## src/rtl/mult_pkg.sv

```systemverilog
// Shared types and defaults for the iterative shift-and-add multiplier.
package mult_pkg;

  typedef enum logic [1:0] {
    IDLE,
    RUN,
    DONE
  } mult_state_t;

  localparam int MULT_WIDTH_DEFAULT = 32;

endpackage : mult_pkg

```

## src/rtl/shift_add_mult.sv

```systemverilog
// Iterative unsigned shift-and-add multiplier: one multiplier bit per clock,
// WIDTH iterations per product, truncated result plus overflow flag.
//
// state | meaning
// ------+-------------------------------------------------------------
// IDLE  | waiting for an operand pair, in_ready high
// RUN   | one shift-and-add iteration per clock, WIDTH clocks total
// DONE  | result presented, held until out_valid && out_ready
module shift_add_mult
  import mult_pkg::*;
#(
  parameter int WIDTH = MULT_WIDTH_DEFAULT
) (
  input  logic             clk,
  input  logic             rst,
  input  logic             in_valid,
  output logic             in_ready,
  input  logic [WIDTH-1:0] in_a,
  input  logic [WIDTH-1:0] in_b,
  output logic             out_valid,
  input  logic             out_ready,
  output logic [WIDTH-1:0] out_result,
  output logic             out_ovf,
  output logic             busy
);

  localparam int CNT_W = $clog2(WIDTH);
  localparam logic [CNT_W-1:0] CNT_LAST = CNT_W'(WIDTH - 1);

  mult_state_t          state;
  logic [2*WIDTH-1:0]   acc;
  logic [2*WIDTH-1:0]   mcand;
  logic [WIDTH-1:0]     mplier;
  logic [CNT_W-1:0]     cnt;

  // FSM and datapath: accumulator is double width so no carry is ever lost,
  // and there is no early exit so every product takes exactly WIDTH clocks.
  always_ff @(posedge clk or posedge rst) begin
    if (rst) begin
      state  <= IDLE;
      acc    <= '0;
      mcand  <= '0;
      mplier <= '0;
      cnt    <= '0;
    end else begin
      case (state)
        IDLE: begin
          if (in_valid) begin
            mcand  <= {{WIDTH{1'b0}}, in_a};
            mplier <= in_b;
            acc    <= '0;
            cnt    <= '0;
            state  <= RUN;
          end
        end
        RUN: begin
          if (mplier[0]) begin
            acc <= acc + mcand;
          end
          mcand  <= mcand << 1;
          mplier <= mplier >> 1;
          cnt    <= cnt + CNT_W'(1);
          if (cnt == CNT_LAST) begin
            state <= DONE;
          end
        end
        DONE: begin
          // acc is frozen here, so the result stays stable under backpressure
          if (out_ready) begin
            state <= IDLE;
          end
        end
        default: begin
          state <= IDLE;
        end
      endcase
    end
  end

  // Output decode from registered state and accumulator only; no input feeds
  // any output combinationally.
  always_comb begin
    in_ready   = (state == IDLE);
    busy       = (state == RUN) || (state == DONE);
    out_valid  = (state == DONE);
    out_result = acc[WIDTH-1:0];
    out_ovf    = |acc[2*WIDTH-1:WIDTH];
  end

endmodule : shift_add_mult
```

## config.mk

```make
export PLATFORM = sky130hd
export DESIGN_NAME = shift_add_mult
export DESIGN_NICKNAME = d
export VERILOG_FILES = /design/src/rtl/mult_pkg.sv /design/src/rtl/shift_add_mult.sv
export SDC_FILE = /design/constraint.sdc
export NUM_CORES = 1
export LEC_CHECK = 0
export BUFFER_PORTS_ARGS = -buffer_cell sky130_fd_sc_hd__buf_2
export CORE_ASPECT_RATIO = 1.5
export CORE_MARGIN = 1.5
export CORE_UTILIZATION = 55
export DETAILED_ROUTE_END_ITERATION = 16
export HOLD_SLACK_MARGIN = 0.1
export PLACE_DENSITY = 0.89
export SYNTH_ARGS = -nofsm -noshare
export SYNTH_HDL_FRONTEND = slang
export SYNTH_SLANG_ARGS = --single-unit
```

## constraint.sdc

```tcl
create_clock -name clk -period 4.3 [get_ports clk]
set_input_delay 0.215 -clock clk [delete_from_list [all_inputs] [get_ports clk]]
set_output_delay 0.215 -clock clk [all_outputs]
set_load 0.01 [all_outputs]
```

### After elaboration in Yosys (flattened, before gate mapping)

Index checks and enable logic that the tools add are counted.

| word-level totals | value |
|---|---|
| logic and storage cells | 34 |
| register bits after elaboration | 167 |
| input bits | 68 |

| cells by class | value |
|---|---|
| eq/ne operators | 7 |
| add/subtract/negate cells | 2 |
| reduce and logical (&&, ||, !) cells | 7 |
| multiplexer cells | 13 |

Operator list:

| operator | count |
|---|---|
| case mux 64 bit (2 select lines) | 2 |
| 2-to-1 mux 64 bit | 3 |
| adder 64 bit | 1 |
| case mux 32 bit (2 select lines) | 1 |
| 2-to-1 mux 32 bit | 1 |
| OR reduction 32 bit | 1 |
| case mux 5 bit (2 select lines) | 1 |
| 2-to-1 mux 2 bit | 3 |
| inequality test 2 bit (second input constant) | 3 |
| case mux 2 bit (3 select lines) | 1 |
| AND reduction 3 bit | 2 |
| adder 5 x 1 -> 5 bit (second input constant) | 1 |
| == test 5 bit (second input constant) | 1 |
| 2-to-1 mux 5 bit | 1 |
| == test 2 x 1 -> 1 bit (second input constant) | 1 |
| == test 2 bit (second input constant) | 1 |
| zero test 2 bit | 1 |
| inequality test 2 x 1 -> 1 bit (second input constant) | 1 |
| AND reduction 2 bit | 1 |
| nonzero test 2 bit | 1 |
| logical OR 1 bit | 1 |

### Longest topological paths before layout

| depth | value |
|---|---|
| word-level depth | 3 |
| gate-level depth with buffers | 14 |
| gate-level depth less buffers | 14 |

### Least setup slack after synthesis

No wires, ideal clock.

| timing | value |
|---|---|
| path type | register -> register |
| start point | reg acc[0] |
| end point | reg acc[58] |
| arrival time | 3.031 ns |
| slack | 1.145 ns |
| cell stages (with the launch flop) | 15 |
| clock period less this slack | 3.155 ns |
| setup time | 0.124 ns |
| path buffers | 0 |
| cells stage by stage | dfrtp_1 > ha_1 > inv_1 > fa_1 > nor2b_1 > o2111ai_1 > a21o_1 > and2_1 > o211ai_1 > a31oi_1 > o31a_1 > o21a_1 > o21ai_2 > nor2_1 > a211o_1 |

| between the ends | value |
|---|---|
| cells in the longest elaborated chain, start to end | 3 |

Ends and longest elaborated chain:

| what | RTL line | RTL |
|---|---|---|
| start: declaration | shift_add_mult.sv:31 | `logic [2*WIDTH-1:0] acc;` |
| start signal: assignment | shift_add_mult.sv:58 | `acc <= acc + mcand;` |
| adder 64 bit | shift_add_mult.sv:58 |  |
| 2-to-1 mux 64 bit | shift_add_mult.sv:57 | `if (mplier[0]) begin` |
| case mux 64 bit (2 select lines) | shift_add_mult.sv:46 | `case (state)` |

Every way passes these cells. The select of a mux whose other input is x is not followed.
A chain may end at the register's enable or synchronous reset.

### Worst setup path in the final report

| timing | value |
|---|---|
| start point | reg mcand[0] |
| end point | reg acc[60] |

| between the ends | value |
|---|---|
| cells in the longest elaborated chain, start to end | 3 |

Ends and longest elaborated chain:

| what | RTL line | RTL |
|---|---|---|
| start: declaration | shift_add_mult.sv:32 | `logic [2*WIDTH-1:0] mcand;` |
| start signal: assignment | shift_add_mult.sv:49 | `mcand <= {{WIDTH{1'b0}}, in_a};` |
| start signal: assignment | shift_add_mult.sv:60 | `mcand <= mcand << 1;` |
| adder 64 bit | shift_add_mult.sv:58 |  |
| 2-to-1 mux 64 bit | shift_add_mult.sv:57 |  |
| case mux 64 bit (2 select lines) | shift_add_mult.sv:46 |  |

Every way passes these cells. The select of a mux whose other input is x is not followed.

==> results.md <==
- Total Nets Final: about 1400
- Clock H-tree levels: 4
- Crit path capture type: flop
- Highest Signal Layer: met4
- Critical Path Max Stage Delay: 0.40 ns
- Met2 wire length: 15500 um
- Die Span Y: 174.1 um
- Clock tree from TritonCTS: built
- Die X: 117.1 um
- Share of synthesized registers carrying an async set or reset: 1.000
- EDFF count, synth: 0
- Wire length on met3: 1272 um
- Pin count of the biggest net entering global routing: 168
- Kind of launch point of the worst setup path: flop
- Number of rows in the core area: 62
- Power per cell area: roughly 660 nW/um^2
- Number of global-route vias before repair: 9858
- Cell with the most instances after synthesis: sky130_fd_sc_hd__nand2_1
- Worst ir drop on vdd: 0.0004755 V
- Post-Syn Area per Cell: just under 9 sq um
- Run status: finished, final reports clean
- Total power of the final layout: 8.149 mW
- Sum Neg Setup Slack: 0 ns
- Multi-input gate area in the final layout: 6001 sq um
- Antenna Diode Count: 0
- Number of buffers created by CTS: 17
- # DRC: 0
- Core utilization of the finished layout: 0.6462
- Hold Vio Cnt, Final: 0
- Sequential cell area in the final layout: 4179 sq um
- Leakage: just under 6 nW
- Post-DP HPWL: 19850 um
- Worst-case clock skew: 0.01195 ns
- Sequential share of the synthesized area: 0.3891
- Synthesized area: between 10000 and 15000 sq um
- Core Area: 19160 sq um
- Count of maximum capacitance violations: 0
- Top post-synthesis cells by count: sky130_fd_sc_hd__nand2_1, sky130_fd_sc_hd__dfrtp_1, sky130_fd_sc_hd__o21ai_0, sky130_fd_sc_hd__a21oi_1, sky130_fd_sc_hd__ha_1
- Routed Antenna Nets: 0
- Clock root cell: sky130_fd_sc_hd__clkbuf_16
- Routed via count: between 9000 and 10000
- Die area: around 20000 sq um
- Dominant delay contributor by cell family on the critical path: compound AO/OA/AOI/OAI gates
- Unrepaired setup endpoints after global routing: no
- Starting Density: 0.5605
- Final Cycle Share: 0.8717
- Total iterations of the first detailed-routing run: 5
- Antenna violations before repair: 0
- Total number of yosys warnings: 0
- Upper clock frequency limit: 266.8 MHz
- CP required: 4.62 ns
- Cell type contributing the most total cell area after synthesis: sky130_fd_sc_hd__dfrtp_1
- Type of the worst setup path: flop to flop
- Vias per cell: approximately 6.2
- Sum of routed wire segments on met1: 11310 um
- Post-layout minimum cycle time: 3.748 ns
- Layout Area Growth over Synthesis: 15.28%
- Worst path slowest cell: sky130_fd_sc_hd__fa_1
- Worst slew slack as a fraction of its limit: 0.4212
- Final weighted congestion in routability-driven placement: 0.9317
- Cell breakdown of the critical path: ha_1 > inv_1 > fa_1 > nor2b_1 > o2111ai_1 > a21o_1 > a311o_1 > nor3_1 > o21ai_1 > a21oi_1 > a21oi_1 > o41ai_1 > xnor2_1 > o21ai_1
- Largest cells by area after synthesis: sky130_fd_sc_hd__dfrtp_1, sky130_fd_sc_hd__ha_1, sky130_fd_sc_hd__nand2_1
- Clock sink count: 167
- Min-Delay Path Class: input port to flop
- Total nets after synthesis: 1339
- Total track usage: 0.3046
- Number of port buffers: 103
- Arrival time of the worst setup path: 4.06 ns
- Global-route wire length before repair: 48470 um
- Worst-path fanout max: 4
- I/O pin total: 104
- Clk_lat worst skew: 0.46 ns
- Post-synth top area share: 0.3891
- Routed len/inst: 19.14 um
- Netlist cell types: 63
- Fill cells: 1440
- Hold_ws: 0.1084 ns
- DRT Wirelength: approximately 30000 um
- Slew of the pin with the lowest slew margin: 0.8682 ns
- Proportion of layout cells with a drive suffix above 1: 0.1226
- Setup-violating endpoint count in the final report: 0
- Worst path bufs/invs: 1
- Grt ovf: 0
- Clock transition at the register clock pins on the worst setup and hold paths after CTS: 0.07 ns
- Post-synthesis sequential element count: 167
- Deepest clock path buffer count: 2
- Synthesized instance count: between 1000 and 1500
- Final Max Slew Viols: 0
- DRC violation total after the first TritonRoute iteration: ~600
- Most instantiated flip-flop cell in the synthesis netlist: sky130_fd_sc_hd__dfrtp_1
power breakdown:
part | internal [mW] | switching (mW)
sequential | 2.09 | 0.455
clock | 0.944 | 0.703
combinational | 1.48 | 2.47
what timing repair did:
action / CTS / global route
resized for setup: 0 / 0
endpoints found under the hold margin: 223 / 0
hold buffers: 57 / 0
setup buffers: 0 / 0
path summary, 6_finish.rpt:
path / from / cells past startpoint / slack [ns] / to
worst max-delay path: mcand[0]$_DFFE_PP0P_ / 14 / 0.55 / acc[60]$_DFFE_PP0P_
worst min-delay path: in_a[27] / 3 / 0.11 / mcand[27]$_DFFE_PP0P_
worst min register to register: mplier[23]$_DFFE_PP0P_ / 2 / 0.49 / mplier[23]$_DFFE_PP0P_
max in group asynchronous: rst / 4 / 3.27 / acc[9]$_DFFE_PP0P_
worst max register to register: mcand[0]$_DFFE_PP0P_ / 14 / 0.55 / acc[60]$_DFFE_PP0P_
min in group asynchronous: rst / 4 / 0.47 / mcand[37]$_DFFE_PP0P_
sequential cells by signal, summed over array words and instances (netlist names):
register  count
acc          64
mcand        64
mplier       32
cnt           5
state         2
per-stage QoR:
stage | area (sq um) | instances | setup slack (ns)
floorplan | 10740 | 1202 | 1.145
global placement | 11190 | 1465 | 0.8681
detailed placement | 11190 | 1465 | 0.7517
CTS | 12380 | 1553 | 0.6416
global route | 12380 | 1553 | 0.3884
finish | 12380 | 1553 | 0.5516
placed cells by master (no fill, tap or decap), drive strengths merged, types with 5 or more instances in the layout:
cell type and instances:
o21a 6, nand2b 8, a211oi 7, o21ai 155
ha 68, a21oi 76, o21bai 15, xnor2 37
xor2 18, and3 9, dlygate4sd3 57, o41ai 5
a21o 33, nand2 184, clkbuf 18, or3 5
dfrtp 167, nand3 19, nor2b 10, inv 29
nor3 15, nor4 11, buf 111, a31oi 9
mux2i 65, nor2 40, nand4 23, a22o 41
metal layers:
layer,vias up,track usage
li1,4458,-
met1,4661,0.3449
met2,358,0.5295
met3,130,0.04986
met4,0,0.1797
met5,-,0
cell families after synthesis:
logic type,count (synthesis),share of synthesized area
adder cells (fa/ha/maj),69,0.08108
flip-flops,167,0.3891
multiplexers,67,0.06267
buffers and inverters,127,0.05580
AND/OR/NAND/NOR,333,0.1391
XOR/XNOR,55,0.04485
AO/OA/AOI/OAI,384,0.2274
tightest hold or removal path, cell delays in order:
cell and delay, ns:
sky130_fd_sc_hd__buf_2 0.09, sky130_fd_sc_hd__mux2i_1 0.06, sky130_fd_sc_hd__o21ai_0 0.16
area by class of cell:
class	count	share of cell area
clock buffers	18	0.03547
clock inverters	13	0.01465
inverters	23	0.007276
multi-input cells	908	0.4846
flip-flops and latches	167	0.3375
well taps	256	0.02587
repair buffers	168	0.09458
No activity file was read; power rests on OpenSTA's default activity.
